===== config.mk =====
export PLATFORM = sky130hd
export DESIGN_NAME = iir_bw_feedback_filter
export DESIGN_NICKNAME = d
export VERILOG_FILES = /design/src/rtl/iir_bw_feedback_filter.sv
export SDC_FILE = /design/constraint.sdc
export NUM_CORES = 1
export LEC_CHECK = 0
export ABC_AREA = 1
export BUFFER_PORTS_ARGS = -buffer_cell sky130_fd_sc_hd__buf_2
export CAP_MARGIN = 20
export CORE_MARGIN = 2
export CORE_UTILIZATION = 41
export CTS_BUF_LIST = sky130_fd_sc_hd__clkbuf_8
export CTS_CLUSTER_DIAMETER = 100
export DETAILED_ROUTE_END_ITERATION = 10
export PLACE_DENSITY = 0.62
export SKIP_LAST_GASP = 1
export SLEW_MARGIN = 10
export SYNTH_ARGS = -nofsm -noshare
export SYNTH_HDL_FRONTEND = slang
export SYNTH_SLANG_ARGS = --single-unit

===== constraint.sdc =====
create_clock -name clk -period 2.71 [get_ports clk]
set_input_delay 0.271 -clock clk [delete_from_list [all_inputs] [get_ports clk]]
set_output_delay 0.271 -clock clk [all_outputs]
set_load 0.02 [all_outputs]

===== src/rtl/iir_bw_feedback_filter.sv =====
// iir_bw_feedback_filter
//
// Comb-feedback IIR filter: y[n] = a*x[n] + y[n-DELAY] on signed data.
// The product a*x is built by a bit-serial Baugh-Wooley multiplier, one
// partial-product row per cycle over COEF_W cycles. The feedback path is a
// circular buffer of DELAY past outputs, indexed by accepted-sample count.
//
// Ports:
//   clk      rising-edge clock
//   rst      synchronous, active-high reset (clears the delay line)
//   x_in     signed sample, DATA_W bits
//   coef     signed coefficient a, COEF_W bits, captured with x_in
//   x_valid  sample offered
//   x_ready  block can accept (high only while IDLE)
//   y_out    signed result, OUT_W bits, held between results
//   y_valid  one-cycle pulse marking a new y_out
//
// Handshake: a sample is taken at a rising edge where x_valid and x_ready
// are both high. An offer made while x_ready is low is not lost; it is
// taken at the first edge where the block is back in IDLE.
//
// Build option: define IIR_SAT_EN to saturate the OUT_W+1-bit feedback sum
// to the OUT_W range; when undefined the sum wraps (MSB dropped).

module iir_bw_feedback_filter #(
  parameter int DATA_W = 4,
  parameter int COEF_W = 4,
  parameter int OUT_W  = 8,
  parameter int DELAY  = 4
) (
  input  logic              clk,
  input  logic              rst,
  input  logic [DATA_W-1:0] x_in,
  input  logic [COEF_W-1:0] coef,
  input  logic              x_valid,
  output logic              x_ready,
  output logic [OUT_W-1:0]  y_out,
  output logic              y_valid
);

  localparam int PROD_W = DATA_W + COEF_W;
  localparam int CNT_W  = $clog2(COEF_W);
  localparam int PTR_W  = (DELAY > 1) ? $clog2(DELAY) : 1;

  localparam logic [CNT_W-1:0] CNT_LAST = CNT_W'(COEF_W - 1);
  localparam logic [PTR_W-1:0] PTR_LAST = PTR_W'(DELAY - 1);

  // Baugh-Wooley correction constant: 2^(D-1) + 2^(C-1) + 2^(D+C-1).
  // Added (not OR-ed) because the first two coincide when D == C.
  localparam logic [PROD_W-1:0] ONE     = {{(PROD_W-1){1'b0}}, 1'b1};
  localparam logic [PROD_W-1:0] BW_CORR = (ONE << (DATA_W - 1))
                                        + (ONE << (COEF_W - 1))
                                        + (ONE << (PROD_W - 1));

  typedef enum logic [1:0] {
    IDLE = 2'd0,
    MUL  = 2'd1,
    ACC  = 2'd2
  } state_t;

  state_t              state;
  logic [DATA_W-1:0]   x_q;
  logic [COEF_W-1:0]   coef_q;
  logic [CNT_W-1:0]    bit_cnt;
  logic [PROD_W-1:0]   prod;
  logic [PTR_W-1:0]    ptr;
  logic [OUT_W-1:0]    dly [DELAY];

  logic [DATA_W-1:0]   row;
  logic [PROD_W-1:0]   row_shifted;
  logic [OUT_W-1:0]    tap;
  logic [OUT_W:0]      sum;
  logic [OUT_W-1:0]    y_next;

  assign x_ready = (state == IDLE);

  // Partial-product row for the current coefficient bit. The x MSB term is
  // inverted on every row except the last; on the last row it is the only
  // term left uninverted. That is exactly "MSB xor last-row".
  always_comb begin
    row = '0;
    for (int j = 0; j < DATA_W; j++) begin
      row[j] = (x_q[j] & coef_q[bit_cnt])
             ^ ((j == DATA_W - 1) != (bit_cnt == CNT_LAST));
    end
    row_shifted = {{(PROD_W-DATA_W){1'b0}}, row} << bit_cnt;
  end

  // Feedback add at OUT_W+1 bits so overflow is visible before reduction.
  always_comb begin
    tap = dly[ptr];
    sum = {{(OUT_W+1-PROD_W){prod[PROD_W-1]}}, prod} + {tap[OUT_W-1], tap};
`ifdef IIR_SAT_EN
    if (sum[OUT_W] != sum[OUT_W-1]) begin
      y_next = sum[OUT_W] ? {1'b1, {(OUT_W-1){1'b0}}}
                          : {1'b0, {(OUT_W-1){1'b1}}};
    end else begin
      y_next = sum[OUT_W-1:0];
    end
`else
    y_next = sum[OUT_W-1:0];
`endif
  end

`ifndef IIR_SAT_EN
  logic unused_sum_msb;
  assign unused_sum_msb = sum[OUT_W];
`endif

  always_ff @(posedge clk) begin
    if (rst) begin
      state   <= IDLE;
      x_q     <= '0;
      coef_q  <= '0;
      bit_cnt <= '0;
      prod    <= '0;
      ptr     <= '0;
      y_out   <= '0;
      y_valid <= 1'b0;
      for (int k = 0; k < DELAY; k++) begin
        dly[k] <= '0;
      end
    end else begin
      y_valid <= 1'b0;
      case (state)
        IDLE: begin
          if (x_valid) begin
            x_q     <= x_in;
            coef_q  <= coef;
            prod    <= BW_CORR;
            bit_cnt <= '0;
            state   <= MUL;
          end
        end
        MUL: begin
          prod <= prod + row_shifted;
          if (bit_cnt == CNT_LAST) begin
            bit_cnt <= '0;
            state   <= ACC;
          end else begin
            bit_cnt <= bit_cnt + 1'b1;
          end
        end
        ACC: begin
          // Tap is read combinationally above, so this write replaces
          // y[n-DELAY] with y[n] at the same slot.
          dly[ptr] <= y_next;
          ptr      <= (ptr == PTR_LAST) ? '0 : ptr + 1'b1;
          y_out    <= y_next;
          y_valid  <= 1'b1;
          state    <= IDLE;
        end
        default: state <= IDLE;
      endcase
    end
  end

endmodule


## After elaboration in Yosys (flattened, before gate mapping)

Memories as Yosys holds them, arrays and structs flattened. A register that Yosys moved wholly into a read port is not among the register bits.
Index checks and enable logic that the tools add are counted.

- $add $sub $neg: 4
- Order comparisons: 1
- Equal/unequal tests: 6
- Shift-type cells: 1
- Multiplexer cells: 21
- Bitwise logic cells: 9
- Reductions and logical operators: 6

Operator list:

| cell | count |
|---|---|
| $add 8x8->8 | 2 |
| $mux 2 | 8 |
| $mux 8 | 2 |
| $pmux 8 s2 | 1 |
| $pmux 2 s2 | 2 |
| $reduce_or 8->1 | 1 |
| $shl 4x2->8 | 1 |
| $mux 1 | 7 |
| $eq 2x2->1 const B | 3 |
| $reduce_and 2->1 | 3 |
| $add 2x1->2 const B | 2 |
| $and 1x1->1 | 4 |
| $ne 2x2->1 const B | 2 |
| $xor 1x1->1 | 4 |
| $lt 2x3->1 const B | 1 |
| $bmux 1 s2 | 1 |
| $eq 2x1->1 const B | 1 |
| $logic_not 2->1 | 1 |
| $reduce_bool 2->1 | 1 |
| $not 1->1 | 1 |

- Bits in registers: 31
- RAM bits: 32
- Input bits: 11
- Output and inout port bits: 10
- Memories kept: 1

Memory list:

| name | depth | width | rd ports | clocked after Yosys merged registers in | write ports | line | text |
|---|---|---|---|---|---|---|---|
| dly | 4 | 8 | 1 | 1 | 4 | 67 | `logic [OUT_W-1:0] dly [DELAY];` |

## Longest topological paths before layout

- Depth in word-level cells: 7
- Depth in mapped cells: 17

## Worst setup path after synthesis

Ideal clock, no wire load.

- Path type: register to register
- Start: register with a tool-made name
- End: memory dly[1][6], data pin
- Setup time: 0.257 ns
- Arrival time: 2.018 ns
- Path slack: 0.434 ns
- Cell stages (with the launch flop): 17
- Path buffers: 2
- Clock period less this slack: 2.276 ns
- Cell sequence: dfxtp_1 -> buf_4 -> inv_2 -> buf_2 -> nor2_1 -> o22ai_1 -> ha_1 -> inv_1 -> fa_1 -> inv_1 -> nand3_1 -> nand2_1 -> nand3_1 -> nand3_1 -> nand2_1 -> nand2_1 -> nor2_1

RTL lines:

| item | line |
|---|---|
| end, declared | 67 |

## Worst setup path after layout

- Start: register bit_cnt[0]
- End: register prod[4]

- Cells in the longest elaborated chain, start to end: 7

Ends and longest elaborated chain:

| item | line | text |
|---|---|---|
| start, declared | 64 | `logic [CNT_W-1:0] bit_cnt;` |
| start signal, assigned | 141 | `bit_cnt <= bit_cnt + 1'b1;` |
| $bmux 1 s2 | 83 | `row[j] = (x_q[j] & coef_q[bit_cnt])` |
| $mux 1 (not written as such) | 83 |  |
| $and 1x1->1 | 83 |  |
| $xor 1x1->1 | 84 | `^ ((j == DATA_W - 1) != (bit_cnt == CNT_LAST));` |
| $shl 4x2->8 * | 86 | `row_shifted = {{(PROD_W-DATA_W){1'b0}}, row} << bit_cnt;` |
| $add 8x8->8 * | 136 | `prod <= prod + row_shifted;` |
| $pmux 8 s2 * | 125 | `case (state)` |
| end signal, assigned | 136 |  |
| end, declared | 65 | `logic [PROD_W-1:0] prod;` |

Mark *: on every way between the ends. The rest lies on a longest branch, timed or not. The select of a mux whose other input is x is not followed.
A chain may end at the register's enable or synchronous reset.

==> key figures <==
Clock network
  – Root Buffer: clkbuf_8
  – Setup bufs post-CTS: 0
  – Worst-Skew Late Latency: 0.34 ns
  – Cts bufs inserted: 9
  – Maximum level of the CTS H-tree: 3
  – Max clock buf depth: 2
  – CTS Hold Bufs: 0
  – Post_cts resized: 0
  – CTS Sinks: 65
  – Clk pin slew, worst setup/hold paths: 0.08 ns
  – Clock tree from TritonCTS: yes

Layout
  – Layout cell share with drive strength beyond 1: 12.07%
  – Final core utilization: 46.48%
  – Fillers: 811
  – Antenna diode count: 0
  – Layout area overhead: 11.79%
  – Final nets: 463

Hold path
  – Worst Hold Path EP: coef_q[0]$_SDFFE_PP0P_
  – Hold crit path type: in -> reg
  – Hold path depth: 3
  – Hold path startpoint: coef[0]

Floorplanning
  – Die width: 94.59 um
  – Initial Util: 41.57%
  – Core area: 8093 um^2
  – Area of the die: 8946 um^2
  – Row count: 33
  – IO Pins: 21
  – DIE HEIGHT: 94.59 um

STA
  – Final Setup Violations: 0
  – Worst Skew: 0.009604 ns
  – RSZ-0062 raised after global routing: false
  – Hold Vio Cnt, Final: 0
  – Fmax: 404.9 MHz
  – Post-route setup TNS: 0 ns
  – Slew margin rel.: 67.89%
  – Min cycle time layout: 2.470 ns
  – Fin crit share: 91.14%
  – Fin. max-slew vios: 0
  – Slew @ Worst Pin: 0.4811 ns

Power and ir drop
  – Clk pwr share: 37.8%
  – Pwr per Cell Area: 565.3 nW/um^2
  – Pleak: 1.745 nW
  – Total Power: 2.126 mW
  – Internal power: 1.562 mW
  – Switching Share: 26.54%
  – Switching power: 0.5644 mW
  – Sequential share of power: 51.3%
  – VDD IR max: 363.4 uV
  – Comb pwr share: 11.0%

Drt
  – DRC Markers: 0
  – Final wirelength: 7141 um
  – Avg WL per Cell: 13.13 um
  – Via density: 5.048
  – DRT iter0 DRCs: 118
  – Vias: 2746
  – Pre-antenna DRT Iters: 4
  – Post-route ant nets: 0

Global routing
  – First-pass GRT wire length: 12450 um
  – Pin count of the biggest net entering global routing: 17
  – Initial antenna violation count: 0
  – GRT Util Overall: 18.08%
  – Vias in the first global route: 2668
  – Grt total ovfl: 0

Critical path
  – Critical Path Sink Type: register
  – Slowest stage delay, CP: 0.47 ns
  – Crit path kind: reg -> reg
  – R2R depth: 14
  – Critical Path AT: 2.70 ns
  – R2R Path End: prod[4]$_SDFFE_PP0P_
  – Reg-to-reg startpoint: bit_cnt[0]$_SDFFE_PP0P_
  – Worst reg-to-reg setup slack: 0.24 ns
  – Slowest cell on the critical path: dfxtp_1
  – Worst path bufs/invs: 2
  – CP Cell Sequence: ha_2 -> inv_1 -> nand4_1 -> nand2_1 -> nand2_1 -> nor2_1 -> ha_1 -> fa_1 -> nand3_1 -> nand3_1 -> a21oi_1 -> o21ai_0 -> o211ai_1 -> inv_1
  – Nature of the critical path startpoint: register
  – Crit path max-delay family: adder cells
  – CP Max Fanout: 8
  – WP data required: 2.94 ns

Placed design
  – Post-DP HPWL: 5406 um
  – Final Wtd Congestion: 0.9183
  – Buffers on Ports: 20

Synthesis
  – Mux contribution to synthesized area: 0%
  – Syn Inst Count: 408
  – Largest cells by area after synthesis: edfxtp_1 29%, dfxtp_1 20%, nand2_1 11%, nor2_1 6.9%, ha_1 6.0%
  – Post-Syn Nets: 437
  – XOR/XNOR share of the synthesized area: 0.5206%
  – Syn Std Cell Area: 3364 um^2
  – Synth top area share: 28.56%
  – Simple-gate area share of the yosys netlist: 28.78%
  – #FFs+latches synth: 65
  – Ys Warns: 0
  – Synth Area per Inst: 8.246 um^2
  – Post-synthesis adder-cell area fraction: 7.140%
  – Largest family of logic cells by synthesized area: simple AND/OR/NAND/NOR gates
  – Compound-Gate Fraction of Synth Area: 9.297%
  – Seq/Total Area, Yosys: 48.20%
  – Distinct cells, synth: 33
  – Area leader, netlist: edfxtp_1

Job
  – Max-Cap Viols: 0

Outcome
  – Status: completed
==> worst min-delay path, cell delays in order <==
cell and delay [ns]:
buf_2 0.07, o21ai_0 0.07, nor2_1 0.07
==> cell usage in the layout, fill, tap and decap left out, types with 2 or more instances in the layout <==
master / count
edfxtp_1: 32
nor2_8: 2
clkinv_2: 2
ha_1: 15
nor2_1: 62
clkbuf_8: 9
o22ai_1: 6
inv_1: 37
fa_1: 2
o21a_1: 2
o21ai_0: 26
buf_4: 3
nand2_1: 97
a21oi_1: 20
inv_2: 4
nand2_4: 2
buf_2: 20
nand4_1: 10
nand3_2: 2
nand3_1: 36
dfxtp_1: 33
==> power groups by stage <==
| stage | sequential, mW | combinational [mW] | clock [mW] |
|---|---|---|---|
| after floorplan | 1.10 | 0.182 | 0 |
| after global placement | 1.11 | 0.229 | 0 |
| after detailed placement | 1.11 | 0.230 | 0 |
| after CTS | 1.09 | 0.232 | 0.817 |
| after global routing | 1.09 | 0.271 | 0.853 |
| final | 1.09 | 0.233 | 0.803 |
==> sequential cells by signal, indices dropped and copies added (netlist names), named ones only <==
| register | flops |
|---|---|
| y_valid | 1 |
| y_out | 8 |
| prod | 8 |
| dly | 32 |
| state | 2 |
| ptr | 2 |
| x_q | 4 |
| coef_q | 4 |
| bit_cnt | 2 |
==> cells in the mapped netlist <==
| library cell | count |
|---|---|
| buf_4 | 4 |
| clkbuf_1 | 2 |
| xnor2_1 | 1 |
| o31ai_1 | 1 |
| o21ai_0 | 26 |
| nor2_2 | 1 |
| clkinv_1 | 1 |
| o21a_1 | 2 |
| a32oi_1 | 1 |
| nand4_1 | 10 |
| nand3_4 | 1 |
| inv_2 | 4 |
| xor2_1 | 1 |
| nand3_2 | 2 |
| edfxtp_1 | 32 |
| nor2_8 | 2 |
| nand3_1 | 36 |
| nor3_1 | 1 |
| nand2_4 | 2 |
| dfxtp_1 | 33 |
| nor2_4 | 1 |
| o211ai_1 | 1 |
| a21oi_1 | 20 |
| ha_1 | 16 |
| or2_2 | 1 |
| inv_4 | 1 |
| o22ai_1 | 6 |
| nand2_1 | 97 |
| buf_2 | 2 |
| inv_1 | 35 |
| nor2_1 | 62 |
| fa_1 | 2 |
| a31oi_1 | 1 |
==> per-layer routing <==
layer | GRT usage [%] | up-vias | routed length (um)
li1 | - | 1419 | -
met4 | 7.367 | 0 | 160
met3 | 3.831 | 10 | 223
met1 | 22.53 | 1276 | 3399
met5 | 0 | - | 0
met2 | 30.60 | 41 | 3356
==> worst max-delay path by stage <==
stage,from,to,cells past startpoint
finish,bit_cnt[0]$_SDFFE_PP0P_,prod[4]$_SDFFE_PP0P_,14
CTS,bit_cnt[0]$_SDFFE_PP0P_,prod[4]$_SDFFE_PP0P_,14
global route,register,dly[1][6]$_SDFFCE_PN0P_,13
global placement,bit_cnt[0]$_SDFFE_PP0P_,prod[4]$_SDFFE_PP0P_,14
detailed placement,bit_cnt[0]$_SDFFE_PP0P_,prod[4]$_SDFFE_PP0P_,14
floorplan,register,dly[1][6]$_SDFFCE_PN0P_,16
==> kinds of logic (layout without fill, tap and decap cells) <==
| kind of cell | count (synthesis) | in the layout |
|---|---|---|
| simple gates | 216 | 216 |
| flops | 65 | 65 |
| compound gates | 58 | 58 |
| buf+inv | 49 | 80 |
| fa+ha+maj | 18 | 18 |
| xor+xnor | 2 | 2 |
==> per-stage QoR <==
stage	area (um^2)	instances	hold WS (ns)	worst slack, ns
after floorplan	3364	408	0.3649	0.4343
after global placement	3571	528	0.4345	0.3325
after detailed placement	3571	528	0.4439	0.2150
after CTS	3759	544	0.1641	0.2073
after global routing	3761	544	0.1781	0.01302
final	3761	544	0.1802	0.2401
==> area by class of cell <==
cell class	instances	area, um^2	share of cell area (%)
clock buffers	9	123.9	3.293
clock inverters	7	63.81	1.697
repair buffers	23	122.6	3.260
flip-flops and latches	65	1622	43.11
multi-input cells	294	1541	40.98
inverters	41	156.4	4.158
well taps	105	131.4	3.493
Power figures use the tool's default switching activity.
